`config.mk`:
```
export PLATFORM = sky130hd
export DESIGN_NAME = regfile_read_streamer
export DESIGN_NICKNAME = d
export VERILOG_FILES = /design/src/rtl/regfile_read_streamer_pkg.sv /design/src/rtl/regfile_read_streamer_fifo.sv /design/src/rtl/regfile_read_streamer.sv
export SDC_FILE = /design/constraint.sdc
export NUM_CORES = 1
export LEC_CHECK = 0
export CAP_MARGIN = 40
export CORE_AREA = 2 2 115 117
export CTS_BUF_LIST = sky130_fd_sc_hd__clkbuf_2
export DETAILED_ROUTE_END_ITERATION = 16
export DIE_AREA = 0 0 117 119
export PLACE_DENSITY = 0.77
export SLEW_MARGIN = 20
export SYNTH_ARGS = -nofsm -noshare
export SYNTH_HDL_FRONTEND = slang
export SYNTH_SLANG_ARGS = --single-unit
```
`constraint.sdc`:
```
create_clock -name clk -period 3.48 [get_ports clk]
set_input_delay 0.696 -clock clk [delete_from_list [all_inputs] [get_ports clk]]
set_output_delay 0.696 -clock clk [all_outputs]
set_load 0.005 [all_outputs]
```
`src/rtl/regfile_read_streamer_pkg.sv`:
```
// Shared defaults and FSM state encoding for the regfile read streamer.
package regfile_read_streamer_pkg;

  localparam int RF_DATA_WIDTH = 8;
  localparam int RF_ADDR_WIDTH = 12;
  localparam int RF_RD_LAT     = 1;
  localparam int RF_FIFO_DEPTH = 4;

  typedef enum logic [1:0] {
    ST_IDLE  = 2'd0,
    ST_ISSUE = 2'd1,
    ST_DRAIN = 2'd2
  } state_t;

endpackage

```
`src/rtl/regfile_read_streamer_fifo.sv`:
```
// rd_stream_fifo: synchronous return buffer; push and pop may coincide even when full.
module rd_stream_fifo #(
  parameter int WIDTH = 20,
  parameter int DEPTH = 4
) (
  input  logic                     clk,
  input  logic                     rst,
  input  logic                     push,
  input  logic [WIDTH-1:0]         wdata,
  input  logic                     pop,
  output logic [WIDTH-1:0]         rdata,
  output logic [$clog2(DEPTH):0]   count,
  output logic                     empty,
  output logic                     full
);

  localparam int PW = $clog2(DEPTH);

  logic [WIDTH-1:0] r_mem [DEPTH];
  logic [PW:0]      r_wptr;
  logic [PW:0]      r_rptr;

  always_ff @(posedge clk or posedge rst) begin
    if (rst) begin
      r_wptr <= '0;
      r_rptr <= '0;
    end else begin
      if (push) r_wptr <= r_wptr + (PW+1)'(1);
      if (pop)  r_rptr <= r_rptr + (PW+1)'(1);
    end
  end

  // NOTE: storage is not reset; only the pointers are, and the top masks the head while empty.
  always_ff @(posedge clk) begin
    if (push) r_mem[r_wptr[PW-1:0]] <= wdata;
  end

  assign rdata = r_mem[r_rptr[PW-1:0]];
  assign count = r_wptr - r_rptr;
  assign empty = (count == '0);
  assign full  = (count == (PW+1)'(DEPTH));

endmodule

```
`src/rtl/regfile_read_streamer.sv`:
```
// regfile_read_streamer: reads LEN entries from BASE and returns them as a valid/ready stream.
// Define REGFILE_RD_ADDR_CHECK_EN to build the returned-address tag checker (addr_err).
module regfile_read_streamer
  import regfile_read_streamer_pkg::*;
#(
  parameter int DATA_WIDTH = RF_DATA_WIDTH,
  parameter int ADDR_WIDTH = RF_ADDR_WIDTH,
  parameter int RD_LAT     = RF_RD_LAT,
  parameter int FIFO_DEPTH = RF_FIFO_DEPTH
) (
  input  logic                  clk,
  input  logic                  rst,
  input  logic                  start,
  input  logic [ADDR_WIDTH-1:0] base_addr,
  input  logic [ADDR_WIDTH:0]   len,
  output logic                  busy,
  output logic                  done,
  output logic                  ran_re,
  output logic [ADDR_WIDTH-1:0] ran_r_addr,
  input  logic [DATA_WIDTH-1:0] ran_r_data,
  input  logic [ADDR_WIDTH-1:0] out_ran_r_addr,
  output logic                  m_valid,
  input  logic                  m_ready,
  output logic [DATA_WIDTH-1:0] m_data,
  output logic [ADDR_WIDTH-1:0] m_addr,
  output logic                  m_last,
  output logic                  addr_err
);

  localparam int CW = $clog2(FIFO_DEPTH) + 1;
  localparam int FW = DATA_WIDTH + ADDR_WIDTH;

  state_t                r_state;
  state_t                w_state_nxt;
  logic [ADDR_WIDTH-1:0] r_addr;
  logic [ADDR_WIDTH:0]   r_len;
  logic [ADDR_WIDTH:0]   r_issued;
  logic [ADDR_WIDTH:0]   r_popped;
  logic [RD_LAT-1:0]     r_pend;
  logic                  r_done;

  logic [CW-1:0]         w_count;
  logic [CW-1:0]         w_in_flight;
  logic [CW:0]           w_credit;
  logic [ADDR_WIDTH:0]   w_len_m1;
  logic [FW-1:0]         w_head;
  logic                  w_empty;
  logic                  w_full;
  logic                  w_accept;
  logic                  w_issue;
  logic                  w_final_issue;
  logic                  w_push;
  logic                  w_pop;
  logic                  w_last;

  always_comb begin
    w_in_flight = '0;
    for (int i = 0; i < RD_LAT; i++) w_in_flight = w_in_flight + CW'(r_pend[i]);
  end

  // Reads still in the regfile pipe already own a FIFO slot, so no return can overflow.
  assign w_credit      = {1'b0, w_count} + {1'b0, w_in_flight};
  assign w_len_m1      = r_len - (ADDR_WIDTH+1)'(1);
  assign w_accept      = (r_state == ST_IDLE) && start && (len != '0);
  assign w_issue       = (r_state == ST_ISSUE) && (w_credit < (CW+1)'(FIFO_DEPTH)) && !w_full;
  assign w_final_issue = w_issue && (r_issued == w_len_m1);
  assign w_push        = r_pend[RD_LAT-1];
  assign w_pop         = m_valid && m_ready;
  assign w_last        = !w_empty && (r_popped == w_len_m1);

  // NOTE: next state is defaulted to the current state first so no latch is inferred.
  always_comb begin
    w_state_nxt = r_state;
    case (r_state)
      ST_IDLE:  if (w_accept)        w_state_nxt = ST_ISSUE;
      ST_ISSUE: if (w_final_issue)   w_state_nxt = ST_DRAIN;
      ST_DRAIN: if (w_pop && w_last) w_state_nxt = ST_IDLE;
      default:                       w_state_nxt = ST_IDLE;
    endcase
  end

  always_ff @(posedge clk or posedge rst) begin
    if (rst) begin
      r_state  <= ST_IDLE;
      r_addr   <= '0;
      r_len    <= '0;
      r_issued <= '0;
      r_popped <= '0;
      r_pend   <= '0;
      r_done   <= 1'b0;
    end else begin
      r_state <= w_state_nxt;
      r_pend  <= (r_pend << 1) | RD_LAT'(w_issue);
      r_done  <= ((r_state == ST_IDLE) && start && (len == '0)) || (w_pop && w_last);
      if (w_accept) begin
        r_addr   <= base_addr;
        r_len    <= len;
        r_issued <= '0;
        r_popped <= '0;
      end else begin
        if (w_issue) begin
          r_addr   <= r_addr + ADDR_WIDTH'(1);
          r_issued <= r_issued + (ADDR_WIDTH+1)'(1);
        end
        if (w_pop) r_popped <= r_popped + (ADDR_WIDTH+1)'(1);
      end
    end
  end

  rd_stream_fifo #(
    .WIDTH (FW),
    .DEPTH (FIFO_DEPTH)
  ) u_fifo (
    .clk   (clk),
    .rst   (rst),
    .push  (w_push),
    .wdata ({ran_r_data, out_ran_r_addr}),
    .pop   (w_pop),
    .rdata (w_head),
    .count (w_count),
    .empty (w_empty),
    .full  (w_full)
  );

  assign busy       = (r_state != ST_IDLE);
  assign done       = r_done;
  assign ran_re     = w_issue;
  assign ran_r_addr = r_addr;
  assign m_valid    = !w_empty;
  assign m_data     = m_valid ? w_head[FW-1:ADDR_WIDTH] : '0;
  assign m_addr     = m_valid ? w_head[ADDR_WIDTH-1:0]  : '0;
  assign m_last     = w_last;

`ifdef REGFILE_RD_ADDR_CHECK_EN
  logic [ADDR_WIDTH-1:0] r_pend_addr [RD_LAT];
  logic                  r_addr_err;

  always_ff @(posedge clk or posedge rst) begin
    if (rst) begin
      for (int i = 0; i < RD_LAT; i++) r_pend_addr[i] <= '0;
      r_addr_err <= 1'b0;
    end else begin
      r_pend_addr[0] <= r_addr;
      for (int i = 1; i < RD_LAT; i++) r_pend_addr[i] <= r_pend_addr[i-1];
      if (w_push && (out_ran_r_addr != r_pend_addr[RD_LAT-1])) r_addr_err <= 1'b1;
    end
  end

  assign addr_err = r_addr_err;
`else
  assign addr_err = 1'b0;
`endif

endmodule
```
# Yosys cells after proc, flatten, opt, wreduce, memory -nomap -nowiden
# Memories as Yosys holds them, arrays and structs flattened.
# Cells that the tools add are included.
# word_totals
word_cells	61
n_memories	1
ram_bits	80
register_bits	61
output_inout_bits	38
# classes
n_reduce_logical	20
magnitude_cmp	1
addsub	8
n_mux	14
n_eq_ne	8
# memory_table
name	depth	word_bits	rd	rd_clocked_by_memory_dff	write_ports	line	rtl
u_fifo.r_mem	4	20	1	0	1	regfile_read_streamer_fifo.sv:19	logic [WIDTH-1:0] r_mem [DEPTH];
# op_table
op	count
$mux W13	4
$mux W12	3
$add A13 B1 Y13 const B	2
$eq A13 B13 Y1	2
$logic_not A13 Y1	1
$reduce_bool A13 Y1	1
$sub A13 B1 Y13 const B	1
$add A12 B1 Y12 const B	1
$logic_and A1 B1 Y1	9
$mux W8	1
$add A3 B1 Y3 const B	2
$mux W2	3
$ne A2 B2 Y1 const B	3
$pmux W2 S3	1
$reduce_bool A2 Y1	3
$add A3 B1 Y4	1
$lt A4 B3 Y1 const B	1
$eq A3 B3 Y1 const B	1
$logic_not A3 Y1	1
$reduce_and A3 Y1	1
$sub A3 B3 Y3	1
$eq A2 B1 Y1 const B	1
$eq A2 B2 Y1 const B	1
$logic_not A1 Y1	2
3 further kinds	4

# Logic depth before layout (Yosys ltp)
# logic_depth
word_depth	8
mapped_depth	11

# By module
# From an unflattened synthesis, not the netlist that was laid out.
# hier_totals
hier_cells	534
hier_area_um2	6795.3
# modules_own_cells
mod	cells_per_inst	area_each_um2	seq_area_each_um2	n_inst
regfile_read_streamer	397	3523.4	1376.3	1
rd_stream_fifo	137	3271.9	2552.4	1

# Worst setup path before layout
# Ideal clock, no wire load.
# synth_timing
path_kind	reg-to-output
from	reg u_fifo.r_wptr[0]
to	out m_last
path_stages_with_launch	10
t_arrival_ns	2.060
slack_ns	0.724
path_buffers	0
t_required_ns	2.784
path_cell_list	dfrtp_1 inv_1 ha_1 fa_1 xnor3_1 and3_1 a311oi_1 and4_1 nand4_1 nor3_1
# synth_between
elab_chain_cells	4
# synth_lines
element	line	rtl
start, declared	regfile_read_streamer_fifo.sv:20	logic [PW:0] r_wptr;
start signal, assigned	regfile_read_streamer_fifo.sv:28	if (push) r_wptr <= r_wptr + (PW+1)'(1);
$sub A3 B3 Y3	regfile_read_streamer_fifo.sv:39	assign count = r_wptr - r_rptr;
$logic_not A3 Y1	regfile_read_streamer_fifo.sv:40	assign empty = (count == '0);
$logic_not A1 Y1	regfile_read_streamer.sv:69	assign w_last = !w_empty && (r_popped == w_len_m1);
$logic_and A1 B1 Y1	regfile_read_streamer.sv:69	
end, declared	regfile_read_streamer.sv:26	output logic m_last,
# Every way passes these cells.

# Worst setup path in the final report
# layout_timing
from	reg u_fifo.r_rptr[0]
to	out m_last
# layout_between
elab_chain_cells	4
# layout_lines
element	line	rtl
start, declared	regfile_read_streamer_fifo.sv:21	logic [PW:0] r_rptr;
start signal, assigned	regfile_read_streamer_fifo.sv:29	if (pop) r_rptr <= r_rptr + (PW+1)'(1);
$sub A3 B3 Y3	regfile_read_streamer_fifo.sv:39	
$logic_not A3 Y1	regfile_read_streamer_fifo.sv:40	
$logic_not A1 Y1	regfile_read_streamer.sv:69	
$logic_and A1 B1 Y1	regfile_read_streamer.sv:69	
# Every way passes these cells.

==> results.py <==
metrics = {
    "global_routing": {
        "antenna_found_initial": 0,
        "grt_max_degree": 42,
        "grt.total_usage_pct": 21.4,
        "grt_pass1_vias": 4472,
        "grt_pass1_wl_mm": 22.5,
        "overflow": 0,
    },
    "place": {
        "placed_area_um2": 7820,
        "port_buffers": 85,
        "dp_hpwl_mm": 9.38,
        "routabilityCongestion": 0.806,
        "dp_cells": 784,
    },
    "setup_path": {
        "cp-start-kind": "register",
        "cpLargestDelayFamily": "simple AND/OR/NAND/NOR gates",
        "required_ns": 2.78,
        "slowest_delay_ns": 0.46,
        "path_class": "register to output pin",
        "critPathCaptureType": "output pin",
        "crit_arrival_ns": 2.89,
        "worstPathBufferInverterCount": 1,
        "critPathMaxFanout": 2,
        "worstPathCellList": "ha_4 -> fa_2 -> xnor3_1 -> and3_4 -> a311oi_2 -> and4_1 -> nand4_1 -> nor3_2 -> buf_2",
        "critical_path.slowest_cell": "dfrtp_1",
    },
    "routing": {
        "ant_nets": 0,
        "dr.pass1.iters": 4,
        "drc": 0,
        "vias": 4461,
        "drtIter0Drc": 295,
        "wire_per_inst_um": 17.0,
        "routed_wl_mm": 14.0,
        "avgViaCountPerCell": 5.43,
    },
    "clock_tree": {
        "cts-root-buf": "clkbuf_2",
        "clockBufferDepth": 2,
        "hold_buffers": 0,
        "numCtsBuffers": 17,
        "cts_tree": "yes",
        "cts.sinks": 141,
        "clkTransAtPathRegs_ns": 0.20,
        "cts_htree_levels": 4,
        "worstSkewPairLatency_ns": 0.71,
    },
    "timing": {
        "fmax_mhz": 279,
        "rsz0062_at_grt": "yes",
        "setup_viol": 12,
        "fin_skew_ns": 0.0264,
        "hold_viol": 0,
        "fin_ws_ns": -0.102,
        "finalMaxSlewViolations": 0,
        "worst_pin_slew_ns": 0.506,
        "post-route-period-util_pct": 103,
        "period_needed_ns": 3.58,
        "holdWs_ns": 0.288,
        "maxSlewHeadroom_pct": 66.0,
    },
    "layout": {
        "drive_above_1_share_pct": 18.4,
        "diodes": 0,
        "fillers": 1037,
        "final_cell_mix": "edfxtp_1 (80), nand2_1 (70), clkdlybuf4s50_1 (62)",
        "final_cell_area_um2": 8150,
        "fin_cells": 822,
        "nets": 693,
        "area_delta_synth_final_pct": 21.7,
        "layout_commonest_cell": "edfxtp_1",
    },
    "floorplanning": {
        "die_w_um": 117,
        "die_height_um": 119,
        "ios": 87,
        "core_um2": 12900,
        "start_util_pct": 52.0,
        "die_area_um2": 13900,
        "fp-row-count": 42,
    },
    "power": {
        "p_sw_share_pct": 36.2,
        "ir_drop_uv": 481,
        "p_clk_share_pct": 14.8,
        "leakagePower_nw": 3.17,
        "internal_power_w": 0.00461,
        "p_sw_w": 0.00261,
        "pwr-share-seq_pct": 37.0,
        "p_per_area_nw_per_um2": 885,
        "combPwrFrac_pct": 48.3,
        "power_w": 0.00721,
    },
    "yosys": {
        "avgSynthCellArea_um2": 12.6,
        "synth_area_leaders": "edfxtp_1 (36%), dfrtp_1 (23%), mux4_2 (6.7%)",
        "synth_top_area_cell": "edfxtp_1",
        "syn_nets": 593,
        "yosys_warnings": 0,
        "ys_types": 52,
        "syn-cell-area_um2": 6700,
        "synth_cells": 533,
        "synth_top_area_share_pct": 35.9,
        "ys_ff_latch": 141,
        "yosysSeqAreaShare_pct": 58.7,
    },
    "status": {
        "status": "finished with violations",
        "violations": "negative setup slack",
    },
    "worst_hold_path": {
        "hp-class": "input pin to async pin",
    },
    "flow_run": {
        "drv_cap": 0,
    },
}
-- flip-flops by register name, indices dropped and copies added, names as in the netlist --
signal	flops
u_fifo.r_mem	80
r_issued	13
r_len	13
r_popped	13
ran_r_addr	12
u_fifo.r_rptr	3
u_fifo.r_wptr	3
r_state	2
done	1
r_pend	1
-- metrics by stage --
stage	utilization (%)	setup slack, ns	TNS (ns)
3_3_place_gp	60.2	0.147	0
2_1_floorplan	-	0.724	0
4_1_cts	63.4	-0.213	-1.31
6_report	63.3	-0.102	-0.574
3_5_place_dp	60.7	0.0799	0
5_1_grt	63.3	-0.338	-3.37
-- worst register-to-register path, cell delays in order, from the launching register on --
cell and delay [ns]:
dfrtp_1 0.46, ha_4 0.17, fa_2 0.33, xnor3_1 0.20
and3_4 0.17, buf_4 0.14, buf_12 0.12, inv_8 0.07
buf_16 0.12, nand2_1 0.22, or4_1 0.70, a31o_1 0.26
-- path summary, 6_finish.rpt --
kind,startpoint,end,slack (ns),cells past startpoint
max reg2reg,u_fifo.r_rptr[0],r_state[1],0.44,11
min reg2reg,u_fifo.r_wptr[2],u_fifo.r_wptr[2],0.50,1
min,rst,r_popped[0],0.29,2
max,u_fifo.r_rptr[0],m_last,-0.10,9
min in group clk,u_fifo.r_wptr[2],u_fifo.r_wptr[2],0.50,1
max in group asynchronous,rst,r_len[8],2.52,3
-- metal layers --
layer / global-route usage, % / vias up / part of all wire, %
met2: 35.0 / 129 / 50
met4: 8.09 / 0 / 1.9
met5: 0 / - / 0
met3: 5.19 / 17 / 5.3
met1: 27.5 / 2193 / 43
li1: - / 2122 / -
-- Yosys cell counts (all sizes together) --
cell / instances
a2111oi: 2
a211o: 1
a211oi: 8
a21oi: 5
a221o: 1
a22oi: 2
a311oi: 7
a31o: 1
a31oi: 3
and2: 30
and3: 8
and4: 6
buf: 7
clkbuf: 21
conb: 1
dfrtp: 61
edfxtp: 80
fa: 1
ha: 10
inv: 10
mux2i: 1
mux4: 20
nand2: 71
nand3: 11
nand3b: 1
nand4: 6
nor2: 43
nor2b: 1
nor3: 11
nor3b: 2
nor4: 3
nor4b: 7
o21a: 2
o21ai: 18
o31ai: 2
or4: 2
or4b: 1
xnor2: 34
xnor3: 1
xor2: 31
-- logic make-up (layout without fill, tap and decap cells) --
kind of cell             Yosys count  in the layout  share of synthesized area, %
AO/OA/AOI/OAI                     52             52                          5.18
XOR/XNOR                          66             66                          8.84
other                              1              1                        0.0560
flip-flops                       141            141                          58.7
buffers and inverters             38            151                          2.43
multiplexers                      21             21                          6.88
AND/OR/NAND/NOR                  203            203                          15.8
adder cells (fa/ha/maj)           11             11                          2.17
-- repair_timing --
item / in CTS / in global routing
pin swaps: 3 / 1
endpoints found under the setup margin: 23 / 22
setup buffers: 3 / 1
resized for setup: 69 / 27
cloned: 1 / 0
-- power by group through the flow --
stage / clock network [W] / logic (W) / registers, W
after CTS: 0.00108 / 0.00350 / 0.00266
after detailed placement: 0 / 0.00333 / 0.00269
after global placement: 0 / 0.00320 / 0.00267
after floorplan: 0 / 0.00204 / 0.00256
final: 0.00106 / 0.00348 / 0.00267
after global routing: 0.00115 / 0.00382 / 0.00273
-- cell type report --
cell class                 instances  area, µm²  share of cell area [%]
clock buffer                      20        100                    1.23
inverter                          10       45.0                   0.552
sequential                       141       3930                    48.2
tap                              176        220                    2.70
clock inverter                    12        171                    2.10
multi-input combinational        354       2650                    32.6
timing repair buffer             109       1030                    12.7
(Power assumes the default switching activity.)
